## config.mk

```make
export PLATFORM = sky130hd
export DESIGN_NAME = m3_result_bcd
export DESIGN_NICKNAME = d
export VERILOG_FILES = /design/src/rtl/m3_result_bcd.sv
export SDC_FILE = /design/constraint.sdc
export NUM_CORES = 1
export LEC_CHECK = 0
export CORE_MARGIN = 2
export CORE_UTILIZATION = 40
export CTS_CLUSTER_SIZE = 24
export DETAILED_ROUTE_END_ITERATION = 10
export GPL_TIMING_DRIVEN = 0
export PLACE_DENSITY = 0.57
export SLEW_MARGIN = 20
export SYNTH_ARGS = -nofsm -noshare
export SYNTH_HDL_FRONTEND = slang
export SYNTH_SLANG_ARGS = --single-unit
```

## constraint.sdc

```tcl
create_clock -name clk -period 3.2 [get_ports clk]
set_clock_uncertainty 0.2 [all_clocks]
set_input_delay 0.48 -clock clk [delete_from_list [all_inputs] [get_ports clk]]
set_output_delay 0.48 -clock clk [all_outputs]
set_load 0.05 [all_outputs]
```

## src/rtl/m3_result_bcd.sv

```systemverilog
// Captures a signed result on a rising ready level and converts its magnitude to packed BCD by double dabble, one bit per clock.
// Optional macro M3_LEADING_ZERO_BLANK_EN writes leading zero digits as 4'hF (digit 0 is never blanked).
module m3_result_bcd #(
  parameter int WIDTH  = 32,
  parameter int DIGITS = 10
) (
  input  logic                  clk,
  input  logic                  rst,
  input  logic [WIDTH-1:0]      i_result,
  input  logic                  i_result_ready,
  output logic                  o_busy,
  output logic                  o_valid,
  output logic                  o_sign,
  output logic [4*DIGITS-1:0]   o_bcd,
  output logic [3:0]            o_ndigits,
  output logic                  o_overrun
);

  localparam int              CW   = $clog2(WIDTH + 1);
  localparam int              BW   = 4 * DIGITS;
  localparam logic [CW-1:0]   LAST = CW'(WIDTH - 1);

  typedef enum logic [1:0] {IDLE, SHIFT, FINISH, DONE} state_t;

  state_t           state_q;
  logic             rdy_q;
  logic             sign_q;
  logic [WIDTH-1:0] mag_q;
  logic [WIDTH-1:0] mag_d;
  logic [BW-1:0]    scr_q;
  logic [BW-1:0]    scr_d;
  logic [BW-1:0]    bcd_fmt;
  logic [CW-1:0]    cnt_q;
  logic [3:0]       ndig;
  logic             capture;

  logic             busy_q;
  logic             valid_q;
  logic             osign_q;
  logic [BW-1:0]    bcd_q;
  logic [3:0]       nd_q;
  logic             ovr_q;

  assign capture = i_result_ready & ~rdy_q;
  // Unsigned negate so the most negative input maps to 2^(WIDTH-1).
  assign mag_d   = i_result[WIDTH-1] ? (~i_result + {{(WIDTH-1){1'b0}}, 1'b1}) : i_result;

  always_comb begin
    scr_d = scr_q;
    for (int i = 0; i < DIGITS; i++) begin
      if (scr_q[4*i +: 4] >= 4'd5) begin
        scr_d[4*i +: 4] = scr_q[4*i +: 4] + 4'd3;
      end
    end
  end

  always_comb begin
    ndig = 4'd1;
    for (int i = 1; i < DIGITS; i++) begin
      if (scr_q[4*i +: 4] != 4'd0) begin
        ndig = 4'(i + 1);
      end
    end
  end

  always_comb begin
    bcd_fmt = scr_q;
`ifdef M3_LEADING_ZERO_BLANK_EN
    for (int i = 1; i < DIGITS; i++) begin
      if (i >= int'(ndig)) begin
        bcd_fmt[4*i +: 4] = 4'hF;
      end
    end
`endif
  end

  always_ff @(posedge clk) begin
    if (!rst) begin
      state_q <= IDLE;
      rdy_q   <= 1'b0;
      sign_q  <= 1'b0;
      mag_q   <= '0;
      scr_q   <= '0;
      cnt_q   <= '0;
      busy_q  <= 1'b0;
      valid_q <= 1'b0;
      osign_q <= 1'b0;
      bcd_q   <= '0;
      nd_q    <= 4'd0;
      ovr_q   <= 1'b0;
    end else begin
      rdy_q <= i_result_ready;
      ovr_q <= 1'b0;
      case (state_q)
        IDLE, DONE: begin
          if (capture) begin
            sign_q  <= i_result[WIDTH-1];
            mag_q   <= mag_d;
            scr_q   <= '0;
            cnt_q   <= '0;
            valid_q <= 1'b0;
            busy_q  <= 1'b1;
            state_q <= SHIFT;
          end
        end
        SHIFT: begin
          if (capture) ovr_q <= 1'b1;
          {scr_q, mag_q} <= {scr_d, mag_q} << 1;
          cnt_q <= cnt_q + 1'b1;
          if (cnt_q == LAST) state_q <= FINISH;
        end
        FINISH: begin
          // A capture here lands on the completing edge and is dropped.
          if (capture) ovr_q <= 1'b1;
          bcd_q   <= bcd_fmt;
          nd_q    <= ndig;
          osign_q <= sign_q & (|scr_q);
          valid_q <= 1'b1;
          busy_q  <= 1'b0;
          state_q <= DONE;
        end
        default: state_q <= IDLE;
      endcase
    end
  end

  assign o_busy    = busy_q;
  assign o_valid   = valid_q;
  assign o_sign    = osign_q;
  assign o_bcd     = bcd_q;
  assign o_ndigits = nd_q;
  assign o_overrun = ovr_q;

endmodule

```

# --- Word level (Yosys, flattened, before mapping) ---
# Index checks and enable logic that the tools add are counted.
totals:
  regBits: 130
classes:
  n_addsub: 12
  magnitude_cmp: 10
  eq_ne: 6
  muxes: 34
  n_bitwise: 4
  n_reduce_logical: 20
ops:
  columns: ["cell", "n"]
  rows:
  - ["40-bit case mux with 2 select lines", 1]
  - ["4-bit two-way mux", 17]
  - ["32-bit two-way mux", 2]
  - ["32-bit case mux with 2 select lines", 1]
  - ["4-bit by 3-bit greater-or-equal comparator with 1-bit output (second input constant)", 10]
  - ["40-bit two-way mux", 1]
  - ["40-bit OR reduction", 1]
  - ["4-bit by 2-bit adder with 4-bit output (second input constant)", 9]
  - ["4-bit nonzero test", 9]
  - ["32-bit by 1-bit adder with 32-bit output (second input constant)", 1]
  - ["32-bit inverter", 1]
  - ["6-bit case mux with 2 select lines", 1]
  - ["2-bit AND reduction", 5]
  - ["6-bit by 1-bit adder with 6-bit output (second input constant)", 1]
  - ["6-bit by 5-bit == test with 1-bit output (second input constant)", 1]
  - ["2-bit two-way mux", 3]
  - ["6-bit two-way mux", 1]
  - ["2-bit case mux with 3 select lines", 1]
  - ["2-bit == test (second input constant)", 2]
  - ["2-bit != test (second input constant)", 2]
  - ["1-bit case mux with 2 select lines", 2]
  - ["2-bit nonzero test", 2]
  - ["2-bit OR reduction", 2]
  - ["3-bit by 2-bit adder with 3-bit output (second input constant)", 1]
  - ["6 further kinds", 9]

# --- Depth between registers and ports, before layout ---
# Gate-level depths: netlist (run 1).
logic_depth:
  depth_word: 10
  ltp_mapped: 9
  ltp_nobuf: 7

# --- Worst setup path before layout (run 1) ---
# No wires, ideal clock.
synth_path:
  path_type: "input to register"
  from: "input port i_result[10]"
  to: "register mag_q[30]"
  setup_time_ns: 0.117
  t_arrival_ns: 2.663
  required_time_ns: 2.883
  setup_slack_ns: 0.220
  path_stages: 7
  n_path_buf: 2
  cell_sequence: "or4_1 buf_2 or4_4 buf_6 or3_4 or3_1 a22o_1"
synth_via:
  elab_chain_len: 5
synth_lines:
  columns: ["item", "line_no", "text"]
  rows:
  - ["from (decl)", "9", "input logic [WIDTH-1:0] i_result,"]
  - ["32-bit inverter", "46", "assign mag_d = i_result[WIDTH-1] ? (~i_result + {{(WIDTH-1){1'b0}}, 1'b1}) : i_result;"]
  - ["32-bit by 1-bit adder with 32-bit output", "46", null]
  - ["32-bit two-way mux", "46", null]
  - ["32-bit two-way mux", "96", "if (capture) begin"]
  - ["32-bit case mux with 2 select lines", "94", "case (state_q)"]
  - ["to (signal assigned)", "98", "mag_q <= mag_d;"]
  - ["to (signal assigned)", "108", "{scr_q, mag_q} <= {scr_d, mag_q} << 1;"]
  - ["to (decl)", "28", "logic [WIDTH-1:0] mag_q;"]
# Every way passes these cells. The select of a mux whose other input is x is not followed.
# A chain may end at the register's enable or synchronous reset.

# --- Worst setup path in the final report (run 1) ---
layout_path:
  from: "input port i_result[8]"
  to: "register mag_q[30]"
# Same word-level chain as after synthesis.

==> results.tsv, run 1 <==
stage	metric	value	unit
floorplanning	dieArea	18600	µm²
cells_and_area	finalNonFillerCells	1140	
power	design_power_total	0.00583	W
setup_path	crit_path_max_fanout	9	
cells_and_area	area_growth	24.2	%
clock_tree	cts_buffers	17	
grt	first_global_vias	6128	
setup_path	ff2ff_path_depth	8	
flow_run	maxCapViolations	0	
clock_tree	cts_setup_buffers	0	
cells_and_area	layout_common_cells	dfxtp_1, clkdlybuf4s50_1, nor2b_1, mux2i_1, nand2_1	
clock_tree	clk_path_buf_depth	2	
power	pwr-share-comb	0.324	
route	ant_nets	0	
placed_design	gp_congestion	0.915	
hold_path	holdPathStages	2	
power	pwr-share-seq	0.332	
setup_path	max_stage_delay	520	ps
cells_and_area	stdcell_area	8720	µm²
synth	seq_area_frac_synth	0.371	
synth	synthTopCellsByArea	dfxtp_1, mux2i_1, nor2b_1	
placed_design	port_buffers	80	
placed_design	post_dp_cell_area	8100	µm²
route	viasPerCell	5.57	
power	switching_power	0.00218	W
route	wl_per_cell	18.0	µm
synth	syn_nets	865	
synth	yosys.area.top_type	dfxtp_1	
cells_and_area	nets	964	
power	clock_power_share	0.343	
synth	synth_cells	803	
floorplanning	io_pins	83	
timing	fin_crit	3150	ps
timing	worstMarginPinSlew	767	ps
setup_path	end_kind	register	
timing	fin_crit_sh	0.984	
power	ir_worst_vdd	0.419	mV
synth	yosysUniqueCellTypes	57	
setup_path	critPathArrivalTime	3270	ps
synth	ys_warn_count	0	
setup_path	cp_slowest_cell	or4_4	
power	swShare	0.375	
clock_tree	cts_resized	4	
synth	synth_edf_count	0	
clock_tree	cts_sinks	130	
grt	overflow	0	
route	wirelength	20.5	mm
route	drt-initial-drc-count	362	
clock_tree	cts_tree	done	
grt	track_usage	0.226	
cells_and_area	final_util	0.506	
route	first_pass_iters	5	
clock_tree	clk_latency	420	ps
floorplanning	coreArea	17200	µm²
clock_tree	cts_root_buf	clkbuf_16	
clock_tree	htree_num_levels	4	
clock_tree	clk_pin_slew_worst_paths	60	ps
synth	yosys.area.top_type_share	0.371	
floorplanning	start_util	0.407	
route	vias	6345	
floorplanning	std_cell_rows	48	
placed_design	dp_cells	1108	
setup_path	path_class	in -> reg	
placed_design	dp_hpwl	14.9	mm
cells_and_area	fillCellCount	1574	
power	leakagePower	3.15	nW
synth	netlist_area	7020	µm²
clock_tree	hold_buffers	0	
hold_path	hold_path.class	reg -> reg	
cells_and_area	antenna_cells	0	
synth	async_flop_share	0	
cells_and_area	drive_above_1_share	0.0623	
setup_path	path_cells	clkdlybuf4s50_1 -> or4_1 -> buf_2 -> or4_4 -> buf_6 -> or3_4 -> or3_1 -> a22o_1	
timing	hold_viol	0	
setup_path	critPathLaunchType	input port	
grt	antenna_found_initial	0	
grt	grt_first_pass_wirelength	32.1	mm
synth	ys_ff_latch	130	
synth	synth_flop_cell	dfxtp_1	
floorplanning	dieWidth	136	µm
grt	grt_start_max_net_pins	17	
timing	maxSlewHeadroom	0.489	
timing	setup_viol	0	
power	power.internal	0.00364	W
outcome	status	finished clean	
setup_path	crit_required	3320	ps
route	drc_errors	0	
synth	syn_avg_cell_area	8.74	µm²
cells_and_area	layout_commonest_cell	dfxtp_1	
floorplanning	die_h	136	µm
timing	drv_slew	0	
timing	fmax	0.318	GHz
power	cellPowerDensity	668	nW/µm²
timing	setup_tns	0	ps
registers in the layout, summed over array words and instances (netlist names):
register   count
o_overrun      1
o_sign         1
o_busy         1
sign_q         1
cnt_q          6
state_q        2
o_bcd         40
rdy_q          1
o_ndigits      4
bcd_fmt       40
mag_q         32
o_valid        1
logic make-up after synthesis:
kind of cell | synth area share
AOI/OAI and AO/OA | 0.183
xor gates and xnor gates | 0.0487
adders and majority gates | 0.0481
buffers and inverters | 0.0472
DFF | 0.371
muxes | 0.0841
and+or+nand+nor | 0.218
final timing paths:
| path | startpoint | end | slack, ps |
|---|---|---|---|
| max | i_result[8] | mag_q[30] | 50 |
| min | mag_q[1] | mag_q[1] | 270 |
| max reg2reg | state_q[0] | cnt_q[4] | 310 |
| min reg2reg | mag_q[1] | mag_q[1] | 270 |
cells in the mapped netlist, drive strengths merged, types with 14 or more instances:
master	count
a21oi	38
a22oi	24
and2	15
clkbuf	42
dfxtp	130
ha	27
inv	32
mux2i	59
nand2	50
nand2b	14
nand3	21
nor2	22
nor2b	69
nor3b	18
o21ai	50
xnor2	18
xor2	21
worst max-delay path, delay by kind of cell:
kind                   cells  cell delay, ps
buffers and inverters      3             830
and+or+nand+nor            4            1710
AOI/OAI and AO/OA          1             240
metal layers:
| metal | wire length [µm] | GRT usage | share of wire |
|---|---|---|---|
| met1 | 9140 | 0.276 | 0.45 |
| met2 | 9880 | 0.377 | 0.48 |
| met3 | 934 | 0.0459 | 0.046 |
| met4 | 557 | 0.112 | 0.027 |
| met5 | 0 | 0 | 0 |
stage by stage:
| stage | setup WS [ps] | hold slack [ps] |
|---|---|---|
| 2_1_floorplan | 220 | 238 |
| 3_3_place_gp | -543 | 254 |
| 3_5_place_dp | -593 | 262 |
| 4_1_cts | 87.5 | 269 |
| 5_1_grt | -0.360 | 303 |
| 6_report | 51.6 | 267 |
power by group through the flow:
stage	registers [W]	clock network (W)	logic (W)
finish	0.00194	0.00200	0.00189
global route	0.00195	0.00211	0.00202
CTS	0.00193	0.00203	0.00186
detailed placement	0.00196	0	0.00185
global placement	0.00196	0	0.00182
floorplan	0.00202	0	0.00107
final cells by class:
type,count,area [µm²],share of cell area
tap,225,282,0.0323
sequential,130,2600,0.298
multi-input combinational,587,4090,0.469
clock buffer,22,474,0.0544
timing repair buffer,80,801,0.0918
clock inverter,10,131,0.0151
buffer,54,216,0.0248
inverter,32,120,0.0138
(Power assumes the default switching activity.)
==> inputs of run 2 (changes only) <==
--- a/config.mk
+++ b/config.mk
@@ -7,7 +7,7 @@
 export LEC_CHECK = 0
 export CORE_MARGIN = 2
 export CORE_UTILIZATION = 40
-export CTS_CLUSTER_SIZE = 24
+export CTS_CLUSTER_SIZE = 20
 export DETAILED_ROUTE_END_ITERATION = 10
 export GPL_TIMING_DRIVEN = 0
 export PLACE_DENSITY = 0.57
==> results of run 2 <==
Same layout as run 1: the final DEF is identical, and so are final timing and power.
==> inputs of run 3 (changes only) <==
--- a/config.mk
+++ b/config.mk
@@ -5,7 +5,7 @@
 export SDC_FILE = /design/constraint.sdc
 export NUM_CORES = 1
 export LEC_CHECK = 0
-export CORE_MARGIN = 2
+export CORE_MARGIN = 4
 export CORE_UTILIZATION = 40
 export CTS_CLUSTER_SIZE = 20
 export DETAILED_ROUTE_END_ITERATION = 10
==> run 3 against run 2 <==
- non-clock buffer count is the same
- global-route usage down 1.5 points
- final cell count is 0.26% lower
- critical path depth stayed put
- wire length rose by 0.97%
- sequential share of layout area is 0.35 points higher
- via count is 1.3% lower
- worst setup slack better by 10 ps
- highest routed layer unchanged
- utilization fell by 0.59 points
- first-iteration DRC count is 7.2% lower
- die area rose by 5.9%
==> results.tsv, run 3 (same netlist as run 1, synthesis figures left out) <==
stage	metric	value	unit	change
timing	hold_slack	275	ps	+8.13 ps
floorplanning	dieArea	19700	µm²	+5.9%
floorplanning	coreArea	17200	µm²	unchanged
timing	setup_viol	0		unchanged
hold_path	hold_path_end	mag_q[1]		
hold_path	holdPathStages	2		unchanged
setup_path	r2r_start	state_q[0]		
route	first_pass_iters	6		+1
grt	track_usage	0.211		-0.0146
cells_and_area	drive_above_1_share	0.0592		-0.00308
cells_and_area	nets	964		unchanged
cells_and_area	fillCellCount	1596		+1.4%
cells_and_area	layout_common_cells	dfxtp_1, clkdlybuf4s50_1, nor2b_1, mux2i_1, nand2_1		
route	viasPerCell	5.51		-1.0%
placed_design	dp_cells	1108		unchanged
floorplanning	io_pins	83		unchanged
setup_path	r2r_slack	370	ps	+60 ps
setup_path	end_kind	register		
power	pwr-share-comb	0.342		+0.018
route	wl_per_cell	18.2	µm	+1.2%
hold_path	hold_path.class	reg -> reg		
grt	grt_start_max_net_pins	17		unchanged
timing	hold_viol	0		unchanged
setup_path	path_cells	clkdlybuf4s50_1 -> or4_1 -> buf_2 -> or4_4 -> buf_6 -> or3_4 -> or3_1 -> a22o_1		
clock_tree	htree_num_levels	4		unchanged
setup_path	crit_required	3310	ps	about the same
power	power.internal	0.00337	W	-7.5%
power	ir_worst_vdd	0.431	mV	+2.8%
timing	rsz0062_at_grt	no		
setup_path	critPathLaunchType	input port		
cells_and_area	area_growth	22.8	%	
cells_and_area	layout_commonest_cell	dfxtp_1		
route	drt-initial-drc-count	336		-7.2%
clock_tree	clk_path_buf_depth	2		unchanged
route	vias	6264		-1.3%
route	drc_errors	0		unchanged
setup_path	startpoint	i_result[10]		
cells_and_area	finalNonFillerCells	1137		-0.26%
timing	fmax	0.319	GHz	+0.33%
setup_path	max_stage_delay	530	ps	about the same
timing	drv_slew	0		unchanged
timing	fin_crit	3140	ps	-10.5 ps
floorplanning	dieWidth	140	µm	+2.9%
grt	antenna_found_initial	0		unchanged
power	cellPowerDensity	640	nW/µm²	-4.2%
floorplanning	start_util	0.407		unchanged
timing	maxSlewHeadroom	0.476		-0.0126
clock_tree	cts_buffers	17		unchanged
route	wirelength	20.7	mm	+0.97%
flow_run	maxCapViolations	0		unchanged
setup_path	cp_slowest_cell	or4_1		
outcome	status	finished clean		
timing	fin_crit_sh	0.981		-0.00328
placed_design	gp_congestion	0.910		-0.46%
setup_path	critPathArrivalTime	3240	ps	-30 ps
power	swShare	0.389		+0.0142
cells_and_area	antenna_cells	0		unchanged
power	switching_power	0.00214	W	-1.7%
hold_path	holdCritStartpoint	mag_q[1]		
clock_tree	cts_tree	done		
grt	first_global_vias	6293		+2.7%
grt	grt_first_pass_wirelength	33.0	mm	+2.9%
clock_tree	cts_root_buf	clkbuf_16		
clock_tree	cts_setup_buffers	0		unchanged
clock_tree	hold_buffers	0		unchanged
setup_path	crit_path_max_fanout	9		unchanged
placed_design	dp_hpwl	15.2	mm	+2.0%
setup_path	path_class	in -> reg		
floorplanning	std_cell_rows	48		unchanged
timing	worstMarginPinSlew	786	ps	+18.9 ps
setup_path	worstReg2RegEnd	mag_q[22]		
clock_tree	clk_latency	420	ps	about the same
clock_tree	cts_sinks	130		unchanged
power	clock_power_share	0.306		-0.037
clock_tree	cts_resized	3		-1
power	pwr-share-seq	0.351		+0.019
setup_path	ff2ff_path_depth	8		unchanged
grt	overflow	0		unchanged
power	leakagePower	3.12	nW	-1.2%
clock_tree	clk_pin_slew_worst_paths	50	ps	about the same
placed_design	port_buffers	80		unchanged
floorplanning	die_h	140	µm	+2.9%
route	ant_nets	0		unchanged
==> run 3: cell count changes in the layout (fill, tap and decap cells not counted) <==
| cell | before | now |
|---|---|---|
| a2111oi_0 | 0 | 1 |
| clkbuf_8 | 3 | 2 |
| clkdlybuf4s50_1 | 80 | 79 |
| buf_1 | 9 | 8 |
| bufinv_16 | 3 | 0 |
| clkinv_4 | 1 | 0 |
| dlymetal6s2s_1 | 0 | 1 |
| a2111oi_1 | 1 | 0 |
| clkbuf_2 | 3 | 5 |
| buf_2 | 2 | 1 |
| clkbuf_1 | 41 | 42 |
| clkinv_2 | 5 | 6 |
==> run 3: routing by layer <==
metal / GRT usage / routed length, µm / part of all wire / up-vias
met5: 0 / 0 / 0 / -
met4: 0.0831 / 448 / 0.022 / 0
met3: 0.0399 / 975 / 0.047 / 34
met2: 0.368 / 10200 / 0.49 / 175
met1: 0.257 / 9090 / 0.44 / 3009
li1: - / - / - / 3046
==> run 3: worst max-delay path, delay by kind of cell <==
kind                   cells  cell delay (ps)
AO/OA/AOI/OAI              1              240
buffers and inverters      3              770
AND/OR/NAND/NOR            4             1750
==> run 3: through the flow <==
| step | cell area (µm²) | power (W) | utilization | setup WS (ps) | TNS (ps) |
|---|---|---|---|---|---|
| after floorplan | 7020 | 0.00308 | - | 220 | 0 |
| after global placement | 8100 | 0.00379 | 0.470 | -441 | -8120 |
| after detailed placement | 8100 | 0.00383 | 0.470 | -548 | -9700 |
| after CTS | 8610 | 0.00554 | 0.499 | 63.1 | 0 |
| after global routing | 8620 | 0.00578 | 0.500 | 2.97 | 0 |
| final | 8620 | 0.00551 | 0.500 | 62.1 | 0 |
==> run 3: worst max-delay path by stage <==
stage                endpoint  slack (ps)  depth (start not counted)
floorplan           mag_q[30]         220                          7
global placement     cnt_q[4]        -440                          9
detailed placement   cnt_q[4]        -550                          9
CTS                  cnt_q[4]          60                          9
global route        mag_q[30]           3                          8
finish              mag_q[30]          60                          8
==> run 3: final cells by class <==
class / count / area [µm²] / area share
multi-input combinational: 587 / 4090 / 0.475
sequential: 130 / 2600 / 0.302
timing repair buffer: 80 / 803 / 0.0932
clock buffer: 22 / 464 / 0.0539
tap: 225 / 282 / 0.0327
buffer: 54 / 218 / 0.0253
inverter: 32 / 120 / 0.0139
clock inverter: 7 / 37.5 / 0.00435
==> run 3: power groups by stage <==
stage / clock network [W] / logic, W / registers [W]
2_1_floorplan: 0 / 0.00107 / 0.00202
3_3_place_gp: 0 / 0.00183 / 0.00196
3_5_place_dp: 0 / 0.00187 / 0.00196
4_1_cts: 0.00172 / 0.00189 / 0.00193
5_1_grt: 0.00179 / 0.00204 / 0.00195
6_report: 0.00169 / 0.00189 / 0.00194
